--- src/rtl/key_entry_ctrl.sv ---
// Key-entry sequencer for the alarm clock: keypad events -> keyreg shifts, alarm/time loads, inactivity timeout.
// Optional buffer range check before a load is enabled with `define DIGIT_RANGE_CHECK_EN.
module key_entry_ctrl #(
  parameter int TIMEOUT_SEC = 10,
  parameter int NUM_DIGITS  = 4
) (
  input  logic       clock,
  input  logic       reset,
  input  logic       one_second,
  input  logic       key_valid,
  input  logic [3:0] key,
  input  logic [3:0] key_buffer_ms_hr,
  input  logic [3:0] key_buffer_ls_hr,
  input  logic [3:0] key_buffer_ms_min,
  input  logic [3:0] key_buffer_ls_min,
  output logic       shift,
  output logic [3:0] key_out,
  output logic       load_new_a,
  output logic       load_new_c,
  output logic       show_new_time,
  output logic       show_a,
  output logic       entry_error
);

  localparam int CNT_W = $clog2(NUM_DIGITS + 1);
  localparam logic [CNT_W-1:0] CNT_FULL = CNT_W'(NUM_DIGITS);
  localparam logic [7:0]       TIMEOUT  = 8'(TIMEOUT_SEC);

  localparam logic [3:0] KEY_ALARM_SET  = 4'hA;
  localparam logic [3:0] KEY_TIME_SET   = 4'hB;
  localparam logic [3:0] KEY_ALARM_SHOW = 4'hC;

  typedef enum logic [1:0] {
    SHOW_TIME  = 2'd0,
    KEY_ENTRY  = 2'd1,
    SHOW_ALARM = 2'd2
  } state_t;

  state_t           state, state_n;
  logic [CNT_W-1:0] digit_cnt, digit_cnt_n;
  logic [7:0]       timer, timer_n;
  logic             shift_n, load_a_n, load_c_n, error_n;
  logic [3:0]       key_out_n;
  logic             is_digit, range_ok;
  logic [7:0]       timer_inc;

  // Hours 00..23, minutes 00..59.
  function automatic logic buffer_in_range(input logic [3:0] ms_hr, input logic [3:0] ls_hr,
                                           input logic [3:0] ms_min, input logic [3:0] ls_min);
    logic hr_ok, min_ok;
    hr_ok  = (ms_hr < 4'd2) || ((ms_hr == 4'd2) && (ls_hr <= 4'd3));
    min_ok = (ms_min <= 4'd5) && (ls_min <= 4'd9);
    return hr_ok && min_ok;
  endfunction

`ifdef DIGIT_RANGE_CHECK_EN
  assign range_ok = buffer_in_range(key_buffer_ms_hr, key_buffer_ls_hr,
                                    key_buffer_ms_min, key_buffer_ls_min);
`else
  logic unused_feedback;
  assign unused_feedback = buffer_in_range(key_buffer_ms_hr, key_buffer_ls_hr,
                                           key_buffer_ms_min, key_buffer_ls_min);
  assign range_ok = 1'b1;
`endif

  assign is_digit  = (key <= 4'd9);
  assign timer_inc = (timer == 8'hFF) ? timer : timer + 8'd1;

  assign show_new_time = (state == KEY_ENTRY);
  assign show_a        = (state == SHOW_ALARM);

  always_comb begin
    state_n     = state;
    digit_cnt_n = digit_cnt;
    timer_n     = timer;
    shift_n     = 1'b0;
    key_out_n   = 4'd0;
    load_a_n    = 1'b0;
    load_c_n    = 1'b0;
    error_n     = 1'b0;
    case (state)
      SHOW_TIME: begin
        timer_n     = 8'd0;
        digit_cnt_n = '0;
        if (key_valid) begin
          if (is_digit) begin
            shift_n     = 1'b1;
            key_out_n   = key;
            digit_cnt_n = CNT_W'(1);
            state_n     = KEY_ENTRY;
          end else if (key == KEY_ALARM_SHOW) begin
            state_n = SHOW_ALARM;
          end
        end
      end
      KEY_ENTRY: begin
        if (key_valid) begin
          if (is_digit) begin
            timer_n = 8'd0;
            if (digit_cnt < CNT_FULL) begin
              shift_n     = 1'b1;
              key_out_n   = key;
              digit_cnt_n = digit_cnt + CNT_W'(1);
            end
          end else if ((key == KEY_ALARM_SET) || (key == KEY_TIME_SET)) begin
            timer_n = 8'd0;
            if (digit_cnt == CNT_FULL) begin
              state_n     = SHOW_TIME;
              digit_cnt_n = '0;
              if (range_ok) begin
                load_a_n = (key == KEY_ALARM_SET);
                load_c_n = (key == KEY_TIME_SET);
              end else begin
                error_n = 1'b1;
              end
            end
          end
        end else if (one_second) begin
          if (timer_inc >= TIMEOUT) begin
            state_n     = SHOW_TIME;
            digit_cnt_n = '0;
            timer_n     = 8'd0;
          end else begin
            timer_n = timer_inc;
          end
        end
      end
      SHOW_ALARM: begin
        // Any key only dismisses the alarm view; it is not acted on.
        if (key_valid) begin
          state_n = SHOW_TIME;
          timer_n = 8'd0;
        end else if (one_second) begin
          if (timer_inc >= TIMEOUT) begin
            state_n = SHOW_TIME;
            timer_n = 8'd0;
          end else begin
            timer_n = timer_inc;
          end
        end
      end
      default: begin
        state_n     = SHOW_TIME;
        digit_cnt_n = '0;
        timer_n     = 8'd0;
      end
    endcase
  end

  always_ff @(posedge clock) begin
    if (reset) begin
      state       <= SHOW_TIME;
      digit_cnt   <= '0;
      timer       <= 8'd0;
      shift       <= 1'b0;
      key_out     <= 4'd0;
      load_new_a  <= 1'b0;
      load_new_c  <= 1'b0;
      entry_error <= 1'b0;
    end else begin
      state       <= state_n;
      digit_cnt   <= digit_cnt_n;
      timer       <= timer_n;
      shift       <= shift_n;
      key_out     <= key_out_n;
      load_new_a  <= load_a_n;
      load_new_c  <= load_c_n;
      entry_error <= error_n;
    end
  end

endmodule

--- config.mk ---
export PLATFORM = sky130hd
export DESIGN_NAME = key_entry_ctrl
export DESIGN_NICKNAME = d
export VERILOG_FILES = /design/src/rtl/key_entry_ctrl.sv
export SDC_FILE = /design/constraint.sdc
export NUM_CORES = 1
export LEC_CHECK = 0
export BUFFER_PORTS_ARGS = -buffer_cell sky130_fd_sc_hd__buf_2
export CAP_MARGIN = 40
export CORE_ASPECT_RATIO = 1.1
export CORE_UTILIZATION = 35
export DETAILED_ROUTE_END_ITERATION = 10
export PLACE_DENSITY_LB_ADDON = 0.3
export SLEW_MARGIN = 30
export SYNTH_ARGS = -nofsm -noshare
export SYNTH_HDL_FRONTEND = slang
export SYNTH_SLANG_ARGS = --single-unit
--- constraint.sdc ---
create_clock -name clock -period 2.4 [get_ports clock]
set_clock_uncertainty 0.05 [all_clocks]
set_input_delay 0.36 -clock clock [delete_from_list [all_inputs] [get_ports clock]]
set_output_delay 0.36 -clock clock [all_outputs]
set_load 0.01 [all_outputs]
* Word level (Yosys, flattened, before mapping)
Cells that the tools add are included.
Widths: inputs -> output; s select.
** Storage, ports and cells
- Register bits after elaboration :: 20
- Bits of input ports :: 24
- Logic and storage cells :: 80
** Cells by class
- $add $sub $neg :: 2
- Magnitude comparators :: 3
- Equal/unequal tests :: 17
- Multiplexer cells :: 41
- Bitwise logic cells :: 5
- Reductions and logical operators :: 5
** Operator list (count)
- $mux 8 :: 7
- $mux 3 :: 7
- $mux 2 :: 10
- $mux 4 :: 5
- $pmux 8 s2 :: 1
- $eq 4x4->1 const B :: 3
- $ne 3x2->1 const B :: 3
- $ne 3x3->1 const B :: 3
- $pmux 3 s3 :: 1
- $add 8x1->8 const B :: 1
- $eq 8x8->1 const B :: 1
- $ge 8x4->1 const B :: 1
- $ne 4x2->1 const B :: 2
- $pmux 4 s2 :: 1
- $mux 1 :: 7
- $pmux 2 s3 :: 1
- $reduce_and 6->1 :: 1
- $reduce_or 6->1 :: 1
- $not 1->1 :: 5
- $reduce_and 5->1 :: 1
- $le 4x4->1 const B :: 1
- $ne 4x3->1 const B :: 1
- $add 3x1->3 const B :: 1
- $eq 3x3->1 const B :: 1
- other kinds (7) :: 7

* Logic depth before layout (Yosys ltp)
Gate-level depths: netlist of the first run.
- Depth in word-level cells :: 7
- Gate-level depth with buffers :: 8

* Worst setup path after synthesis of the first run
Ideal clock, no wire load.
- Path type :: register -> register
- From :: reg timer[0]
- To :: reg digit_cnt[0]
- Setup time :: 0.059 ns
- Arrival time :: 2.044 ns
- Setup slack :: 0.247 ns
- Stages on the path, launching flop included :: 8
- Clock period less this slack :: 2.153 ns
- Cell sequence :: dfxtp_1 ha_1 and3_1 a31oi_1 o32ai_1 or4_4 a311oi_2 a22o_1
** On the way
- Longest elaborated chain between the ends :: 5
- Elaborated cells between the ends (all ways) :: 6
- Those cells by class :: add/sub (1); order compare (1); eq/ne (2); mux (1); reduce/logical (1)
** Ends and longest elaborated chain
- start, declared :: RTL line 41 : logic [7:0] timer, timer_n;
- start signal, assigned :: RTL line 163 : timer <= timer_n;
- $add 8x1->8 or $eq 8x8->1 (tied branches) :: RTL line 67 : assign timer_inc = (timer == 8'hFF) ? timer : timer + 8'd1;
- $mux 8 (*) :: RTL line 67
- $ge 8x4->1 (*) :: RTL line 119 : if (timer_inc >= TIMEOUT) begin
- $ne 3x2->1 (no line) (*)
- $reduce_and 6->1 (no line) (*)
- end signal, assigned :: RTL line 162 : digit_cnt <= digit_cnt_n;
- end, declared :: RTL line 40 : logic [CNT_W-1:0] digit_cnt, digit_cnt_n;
Mark *: on every way between the ends. The rest lies on a longest branch, timed or not.
A chain may end at the register's enable or synchronous reset.

* Worst setup path in the final report of the first run
- From :: reg timer[0]
- To :: reg state[0]
** On the way
- Longest elaborated chain between the ends :: 7
- Elaborated cells between the ends (all ways) :: 9
- Those cells by class :: add/sub (1); order compare (1); eq/ne (1); mux (6)
** Ends and longest elaborated chain
- $add 8x1->8 or $eq 8x8->1 (tied branches) :: RTL line 67
- $mux 8 (*) :: RTL line 67
- $ge 8x4->1 (*) :: RTL line 119, 134
- $mux 2 (*) (2 in series)
- $mux 2, on equally long branches
- $pmux 2 s3 (*)
- end signal, assigned :: RTL line 161 : state <= state_n;
- end, declared :: RTL line 39 : state_t state, state_n;
Marks and branches as above.

==> results of run 1 <==
==> placed cells by master, fill, tap and decap left out, drive strengths merged, types with 2 or more instances in the layout <==
master  netlist  layout
o21ai         5       5
nor3          6       6
and3          6       6
clkbuf        1       3
nor4          2       2
dfxtp        20      20
nand3         5       5
and2          4       4
mux2          2       2
a41oi         2       2
buf           4      19
inv           9       9
a31o          2       2
a21oi         9       9
nand2         9       9
nand2b        2       2
nor2         10      10
or4           2       2
nor4b         2       2
nand4         3       3
ha            6       6
==> cell usage after synthesis (all sizes together) (2+ instances only) <==
cell and n:
buf 4, o21ai 5, ha 6, or4 2, inv 9, and2 4
dfxtp 20, mux2 2, nor2 10, nor4 2, nor4b 2, a21oi 9
nand3 5, nor3 6, a31o 2, nand2b 2, and3 6, a41oi 2
nand4 3, nand2 9
==> layer usage <==
metal | global-route usage | share of wire | vias to the layer above
li1 | - | - | 502
met1 | 0.190 | 0.49 | 442
met2 | 0.236 | 0.44 | 28
met3 | 0.0469 | 0.056 | 2
met4 | 0.0429 | 0.0066 | 0
met5 | 0 | 0 | -
==> flip-flops by register name, indices dropped and copies added (netlist names) <==
signal / count
digit_cnt: 3
load_new_c: 1
shift: 1
key_out: 4
timer: 8
state: 2
load_new_a: 1
==> through the flow <==
step           utilization  hold slack, ns  instance area [sq um]
2_1_floorplan            -           0.389                   1100
3_3_place_gp         0.421           0.421                   1210
3_5_place_dp         0.421           0.430                   1210
4_1_cts              0.440           0.190                   1260
5_1_grt              0.441           0.184                   1270
6_report             0.441           0.196                   1270
==> cell type report <==
cell class / count / share of cell area
Clock buffer: 3 / 0.0178
Clock inverter: 1 / 0.0237
Sequential cell: 20 / 0.317
Tap cell: 33 / 0.0325
Timing Repair Buffer: 19 / 0.0809
Multi-Input combinational cell: 95 / 0.502
Inverter: 9 / 0.0266
==> where the power goes <==
group          internal, W  switching, W  total [W]
combinational    0.0000915      0.000132   0.000224
sequential        0.000351     0.0000127   0.000364
clock             0.000169      0.000111   0.000280
==> worst paths after layout <==
| path | from | endpoint | slack (ns) | cells past startpoint |
|---|---|---|---|---|
| worst max-delay path | timer[0] | state[0] | 0.20 | 7 |
| worst min-delay path | key[0] | load_new_a | 0.20 | 2 |
| worst max register to register | timer[0] | state[0] | 0.20 | 7 |
| worst min register to register | timer[7] | timer[7] | 0.46 | 1 |
==> timing repair <==
action	4_1_cts	5_1_grt
setup buffers	0	0
endpoints found under the setup margin	0	3
resized for setup	0	2
==> worst register-to-register path, stage by stage (launching register included) <==
cell and delay [ns]:
dfxtp_2 0.42, ha_2 0.25, nand3_1 0.14, xnor2_1 0.17, or4_4 0.50, o21ai_2 0.20, mux2_1 0.34, nor2_1 0.08
==> cells by family after synthesis <==
logic type                 synth area share
AOI/OAI and AO/OA                     0.208
xor gates and xnor gates            0.00797
adders and majority gates            0.0683
buffers and inverters                0.0591
DFF                                   0.364
muxes                                0.0205
other                               0.00341
and+or+nand+nor                       0.268
==> summary.md, run 1 <==
| Metric | Value |
|---|---|
| Status | complete, no violations |
| Inserted Clock Buffers | 3 |
| P_leak | 0.555 nW |
| Port buffer count | 16 |
| Final Hold Violating Endpoints | 0 |
| Multi-input gate area | 637 sq um |
| Total number of vias | 974 |
| First-pass GRT wire length | 3820 um |
| Root Buffer | clkbuf_4 |
| Post-Synthesis Cells | 129 |
| Top-Level Pins | 34 |
| Syn_nets | 159 |
| Critical Path Fanout Max | 8 |
| # rows | 20 |
| CP endpoint kind | register |
| Yosys cell types | 46 |
| Final worst path period share | 0.919 |
| Htree depth | 1 |
| Leading post-synthesis cells by cell area | dfxtp_1 36%, ha_1 6.8%, a21oi_1 4.1% |
| Clock Sinks | 20 |
| Peak VDD IR | 0.504 mV |
| Synth area leader | dfxtp_1 |
| CTS max path bufs | 2 |
| GP Congestion | 0.878 |
| Share of the synthesized area in the top cell type | 0.364 |
| Clock Pin Slew Worst Setup and Hold Paths | 0.12 ns |
| HPWL Detailed | 1740 um |
| Top FF cell, synth | dfxtp_1 |
| Core Box Area | 2880 sq um |
| Vias in the first global route | 854 |
| 1st-iter DRT viols | 34 |
| Buf/Inv on CP | 0 |
| # DRC | 0 |
| Total grt overflow | 0 |
| Net count, final | 178 |
| Fin cells | 180 |
| Max Cap Violations | 0 |
| DP Cell Count | 176 |
| FF+latch count, synth | 20 |
| Max Clk Rate | 454 MHz |
| Post-synth EDFFs | 0 |
| Register area | 402 sq um |
| Syn. warnings | 0 |
| Slew Limit Fails | 0 |
| Global Route Usage Sum | 0.146 |
| CP Launch Type | register |
| RSZ-0062 raised after global routing | false |
| Min cycle time layout | 2.20 ns |
| Initial antenna violation count | 0 |
| Largest net degree at the start of global routing | 15 |
| Cell Area, Synth | 1100 sq um |
| Sum Neg Setup Slack | 0 ns |
| Crit-path cells | ha_2 > nand3_1 > xnor2_1 > or4_4 > o21ai_2 > mux2_1 > nor2_1 |
| Skew-Pair Late Insertion Delay | 0.31 ns |
| Worst hold path class | primary input to register |
| Final WS setup | 0.195 ns |
| # fillers | 301 |
| TritonCTS clock tree | done |
| Wire length per cell | 12.6 um |
| Pwr dens | 684 nW/um^2 |
| Detail Route Antenna Nets | 0 |
| N_diodes | 0 |
| Crit Path Class | register to register |
| Drt pass-1 iters | 4 |
| Required @ worst endpoint | 2.60 ns |
| Power Total | 0.000868 W |
| Crit path max-delay family | simple AND/OR/NAND/NOR gates |
| Part of the Yosys area used for sequential elements | 0.364 |
| Layout area overhead | 15.4% |
| Slowest CP cell | or4_4 |
| DIE AREA | 3370 sq um |
| Via density | 5.41 |
| Final wirelength | 2260 um |
| Post-Place Setup Slack | 0.132 ns |
| Fraction of registers with async set/reset | 0 |
| Fraction of layout cells with a size suffix above 1 | 0.218 |
| Slowest stage delay, CP | 0.50 ns |
| Syn avg cell area | 8.53 sq um |
| Initial cell density of the core | 0.382 |
| Final setup fails | 0 |
| Die Wd | 55.4 um |
| Die Y | 60.8 um |
| Hold_buf cts | 0 |
| CP Data Arrival Time | 2.41 ns |
Power figures use the tool's default switching activity.
==> run 2, diff against run 1 <==
--- a/config.mk
+++ b/config.mk
@@ -7,8 +7,11 @@
 export LEC_CHECK = 0
 export BUFFER_PORTS_ARGS = -buffer_cell sky130_fd_sc_hd__buf_2
 export CAP_MARGIN = 40
+export CELL_PAD_IN_SITES_DETAIL_PLACEMENT = 1
+export CELL_PAD_IN_SITES_GLOBAL_PLACEMENT = 1
 export CORE_ASPECT_RATIO = 1.1
 export CORE_UTILIZATION = 35
+export CTS_CLUSTER_DIAMETER = 80
 export DETAILED_ROUTE_END_ITERATION = 10
 export PLACE_DENSITY_LB_ADDON = 0.3
 export SLEW_MARGIN = 30
==> run 2 against run 1 <==
- clock power down 29%
- critical path depth unchanged
- final area down 0.39%
- sequential share of layout area about the same
- non-clock buffer count up 2
- global-route usage up 3.3 points
- first-iteration DRC count down 47%
- total power down 7.1%
- via count up 6.1%
==> summary.md, run 2 (same netlist as run 1, synthesis figures left out) <==
| Metric | Value |
|---|---|
| Status | complete, no violations |
| Fraction of layout cells with a size suffix above 1 | 0.215 |
| Max Cap Violations | 0 |
| 1st-iter DRT viols | 18 |
| Most common cell after layout, fill and taps aside | dfxtp_1 |
| Clock Sinks | 20 |
| Sum Neg Setup Slack | 0 ns |
| TritonCTS clock tree | done |
| CP Launch Type | register |
| Crit Path Class | register to register |
| HPWL Detailed | 2240 um |
| Fin cells | 182 |
| Htree depth | 1 |
| Vias in the first global route | 1054 |
| Total grt overflow | 0 |
| Root Buffer | clkbuf_4 |
| RSZ-0062 raised after global routing | false |
| N_diodes | 0 |
| Final worst path period share | 0.937 |
| Area post-placement | 1230 sq um |
| Hold_buf cts | 0 |
| Uppermost routed layer | met4 |
| Required @ worst endpoint | 2.60 ns |
| DP Cell Count | 178 |
| Die Y | 60.8 um |
| Register area | 400 sq um |
| Slowest CP cell | or4_4 |
| Worst hold path class | primary input to register |
| WHS Endpoint | load_new_a |
| DIE AREA | 3370 sq um |
| Crit. Startpoint | timer[0] |
| Wire length per cell | 15.9 um |
| Peak VDD IR | 0.415 mV |
| Skew-Pair Late Insertion Delay | 0.30 ns |
| GP Congestion | 0.850 |
| Top-Level Pins | 34 |
| FF-to-FF End | digit_cnt[0] |
| Slowest stage delay, CP | 0.56 ns |
| Number of flip-flops in the largest register | 8 |
| CP Data Arrival Time | 2.45 ns |
| # rows | 20 |
| Pwr dens | 638 nW/um^2 |
| Post-cts repair resize count | 0 |
| Initial cell density of the core | 0.382 |
| Final setup fails | 0 |
| Drt pass-1 iters | 4 |
| Largest regs | timer: 8 flops, key_out: 4 flops, digit_cnt: 3 flops |
| # DRC | 0 |
| Slew Limit Fails | 0 |
| R2R Path Start | timer[0] |
| Port buffer count | 16 |
| Critical Path Fanout Max | 6 |
| First-pass GRT wire length | 4630 um |
| Multi-input gate area | 634 sq um |
| Wire length on met2 | 1430 um |
| Inserted Clock Buffers | 3 |
| Crit path max-delay family | simple AND/OR/NAND/NOR gates |
| Initial antenna violation count | 0 |
| Total number of vias | 1033 |
| WL met1 | 1340 um |
| # fillers | 366 |
| WP depth | 7 |
| Max Clk Rate | 445 MHz |
| Worst-margin pin slew | 0.500 ns |
| Largest net degree at the start of global routing | 15 |
| Clock Pin Slew Worst Setup and Hold Paths | 0.12 ns |
| Slew margin rel. | 0.663 |
| Die Wd | 55.4 um |
| P_leak | 0.562 nW |
| Hold Startpoint | key[0] |
| Via density | 5.68 |
| Setup Buffers After CTS | 0 |
| Final wirelength | 2890 um |
| Final Hold Violating Endpoints | 0 |
| CP endpoint kind | register |
| Crit-path cells | ha_1 > nand3_1 > nor2_1 > o32ai_1 > or4_4 > a311oi_2 > a22o_1 |
| Layout area overhead | 14.9% |
| Worst Hold Path Cells | 2 |
| Fin area | 1260 sq um |
| CTS max path bufs | 2 |
| Buf/Inv on CP | 0 |
| WL met3 | 91 um |
| Worst R2R Setup Slack | 0.15 ns |
| Worst R2R Path Depth | 7 |
| Min cycle time layout | 2.25 ns |
| Detail Route Antenna Nets | 0 |
| Largest register by flop count | timer |
| Core Box Area | 2880 sq um |
| Commonest non-fill, non-tap cells in the layout | 20 x dfxtp_1, 16 x buf_2 |
| Global Route Usage Sum | 0.179 |
| Net count, final | 180 |
==> run 2: worst max-delay path by stage <==
stage	endpoint
floorplan	digit_cnt[0]
global placement	digit_cnt[0]
detailed placement	digit_cnt[0]
CTS	digit_cnt[0]
global route	digit_cnt[0]
finish	digit_cnt[0]
==> run 2: worst reg2reg max path, cell delays in order (launching register included) <==
cell	delay, ns
dfxtp_1	0.36
ha_1	0.28
nand3_1	0.17
nor2_1	0.19
o32ai_1	0.13
or4_4	0.56
a311oi_2	0.29
a22o_1	0.17
==> run 2: metrics by stage <==
| step | hold slack (ns) | utilization | worst slack [ns] | total power [W] |
|---|---|---|---|---|
| after floorplan | 0.389 | - | 0.247 | 0.000535 |
| after global placement | 0.423 | 0.427 | 0.207 | 0.000600 |
| after detailed placement | 0.443 | 0.427 | 0.183 | 0.000615 |
| after CTS | 0.191 | 0.439 | 0.119 | 0.000818 |
| after global routing | 0.229 | 0.439 | 0.0257 | 0.000852 |
| final | 0.221 | 0.439 | 0.151 | 0.000806 |
==> run 2: metal layers <==
layer  vias up  track usage
li1        512            -
met1       497        0.207
met2        20        0.329
met3         4       0.0256
met4         0       0.0893
met5         -            0
==> run 2: cell type report <==
| type | instances | share of cell area |
|---|---|---|
| multi-input combinational | 95 | 0.502 |
| sequential | 20 | 0.317 |
| timing repair buffer | 21 | 0.0931 |
| tap | 33 | 0.0327 |
| clock buffer | 4 | 0.0287 |
| inverter | 9 | 0.0267 |
==> run 2: power breakdown <==
part / internal (W) / switching (W)
logic: 0.0000993 / 0.000148
registers: 0.000350 / 0.00000959
clock network: 0.0000924 / 0.000106
==> run 3, diff against run 2 <==
--- a/config.mk
+++ b/config.mk
@@ -10,7 +10,7 @@
 export CELL_PAD_IN_SITES_DETAIL_PLACEMENT = 1
 export CELL_PAD_IN_SITES_GLOBAL_PLACEMENT = 1
 export CORE_ASPECT_RATIO = 1.1
-export CORE_UTILIZATION = 35
+export CORE_UTILIZATION = 36
 export CTS_CLUSTER_DIAMETER = 80
 export DETAILED_ROUTE_END_ITERATION = 10
 export PLACE_DENSITY_LB_ADDON = 0.3
==> run 3 against run 2 <==
- core utilization grew 0.29 points
- highest routed layer unchanged
- die area shrank 2.7%
- combinational power shrank 2%
- sequential share of layout area grew 0.35 points
- first-iteration DRC count grew 56%
- sequential cell count is the same
- largest cell class unchanged
==> summary.md, run 3 (same netlist as run 1, synthesis figures left out) <==
| Metric | Value |
|---|---|
| Status | complete, no violations |
| HPWL Detailed | 2230 um |
| N_diodes | 0 |
| Die Y | 60.0 um |
| Critical Path Fanout Max | 6 |
| Worst-margin pin slew | 0.497 ns |
| Initial antenna violation count | 0 |
| Number of flip-flops in the largest register | 8 |
| Vias in the first global route | 1040 |
| Skew-Pair Late Insertion Delay | 0.29 ns |
| Sum Neg Setup Slack | 0 ns |
| Min cycle time layout | 2.28 ns |
| Power Total | 0.000763 W |
| Root Buffer | clkbuf_4 |
| Fraction of layout cells with a size suffix above 1 | 0.209 |
| Clock Sinks | 20 |
| Total grt overflow | 0 |
| TritonCTS clock tree | done |
| Wire length on met2 | 1400 um |
| Largest register by flop count | timer |
| CP endpoint kind | register |
| Worst R2R Setup Slack | 0.12 ns |
| Total number of vias | 1028 |
| P_sw | 0.000256 W |
| Required @ worst endpoint | 2.60 ns |
| Layout area overhead | 13.7% |
| Pwr dens | 610 nW/um^2 |
| Htree depth | 1 |
| First-pass GRT wire length | 4690 um |
| Combinational share of power | 0.319 |
| Total internal power | 0.000507 W |
| Slew Limit Fails | 0 |
| GP Congestion | 0.874 |
| # fillers | 343 |
| Setup Buffers After CTS | 0 |
| Clock Pin Slew Worst Setup and Hold Paths | 0.12 ns |
| Hold_buf cts | 0 |
| P_leak | 0.554 nW |
| Worst R2R Path Depth | 7 |
| FF-to-FF End | digit_cnt[0] |
| Commonest non-fill, non-tap cells in the layout | 20 x dfxtp_1, 16 x buf_2 |
| Final setup fails | 0 |
| Largest net degree at the start of global routing | 15 |
| Worst hold path class | primary input to register |
| Critical path destination | digit_cnt[0] |
| # DRC | 0 |
| Drt pass-1 iters | 4 |
| Uppermost routed layer | met4 |
| Core Box Area | 2830 sq um |
| Crit. Startpoint | timer[1] |
| Final Hold Violating Endpoints | 0 |
| CTS max path bufs | 2 |
| Crit Path Class | register to register |
| Global Route Usage Sum | 0.199 |
| RSZ-0062 raised after global routing | false |
| Max Clk Rate | 439 MHz |
| Final worst path period share | 0.948 |
| Flop pwr share | 0.472 |
| Max Cap Violations | 0 |
| CP Data Arrival Time | 2.47 ns |
| Switching Share | 0.336 |
| Detail Route Antenna Nets | 0 |
| WL met3 | 90 um |
| Port buffer count | 16 |
| Via density | 5.68 |
| Final wirelength | 2810 um |
| Wire length per cell | 15.5 um |
| Peak VDD IR | 0.307 mV |
| Top-Level Pins | 34 |
| WL met1 | 1300 um |
| CP Launch Type | register |
| Most common cell after layout, fill and taps aside | dfxtp_1 |
| Largest regs | timer: 8 flops, key_out: 4 flops, digit_cnt: 3 flops |
| 1st-iter DRT viols | 28 |
| Initial cell density of the core | 0.389 |
| R2R Path Start | timer[1] |
| Die Wd | 54.7 um |
| Net count, final | 180 |
| # rows | 20 |
| Inserted Clock Buffers | 3 |
| Clock Power Share | 0.209 |
| DIE AREA | 3280 sq um |
| Post-cts repair resize count | 0 |
| Slew margin rel. | 0.664 |
## run 3: cell types whose count changed in the layout (fill, tap and decap cells not counted)
cell,previous run,this run
clkbuf_8,1,0
## run 3: worst max-delay path: stages, from the launching register on
cell	delay, ns
dfxtp_1	0.36
ha_1	0.30
nand3_1	0.16
nor2_1	0.21
o32ai_1	0.14
or4_4	0.57
a311oi_2	0.29
a22o_1	0.17
## run 3: metrics by stage
| stage | std cells | hold slack [ns] | utilization | area, sq um | setup WS (ns) |
|---|---|---|---|---|---|
| 2_1_floorplan | 129 | 0.389 | - | 1100 | 0.247 |
| 3_3_place_gp | 178 | 0.417 | 0.434 | 1230 | 0.207 |
| 3_5_place_dp | 178 | 0.423 | 0.434 | 1230 | 0.135 |
| 4_1_cts | 181 | 0.200 | 0.442 | 1250 | 0.113 |
| 5_1_grt | 181 | 0.204 | 0.442 | 1250 | 0.00321 |
| 6_report | 181 | 0.203 | 0.442 | 1250 | 0.124 |
## run 3: how the worst min path moves through the flow
stage	cells after the start	end	slack, ns	startpoint
after floorplan	1	load_new_a	0.39	key[0]
after global placement	1	digit_cnt[1]	0.42	digit_cnt[1]
final	2	load_new_a	0.20	key[0]
after global routing	2	load_new_a	0.20	key[0]
after CTS	2	load_new_a	0.20	key[0]
after detailed placement	1	digit_cnt[1]	0.42	digit_cnt[1]
## run 3: per-layer routing
metal  track usage  up-vias
met3        0.0331        2
met5             0        -
met4        0.0733        0
met1         0.253      504
li1              -      504
met2         0.327       18
## run 3: layout make-up
type	count	area, sq um	area share
clock buffers	3	22.5	0.0180
inverters	9	33.8	0.0270
multi-input cells	95	634	0.508
flip-flops and latches	20	400	0.320
well taps	33	41.3	0.0330
repair buffers	21	118	0.0941
## run 3: power by group through the flow
stage               sequential, W  combinational (W)  clock, W
global route             0.000363           0.000272  0.000177
detailed placement       0.000368           0.000242         0
finish                   0.000360           0.000243  0.000160
CTS                      0.000360           0.000243  0.000167
global placement         0.000367           0.000232         0
floorplan                0.000371           0.000163         0
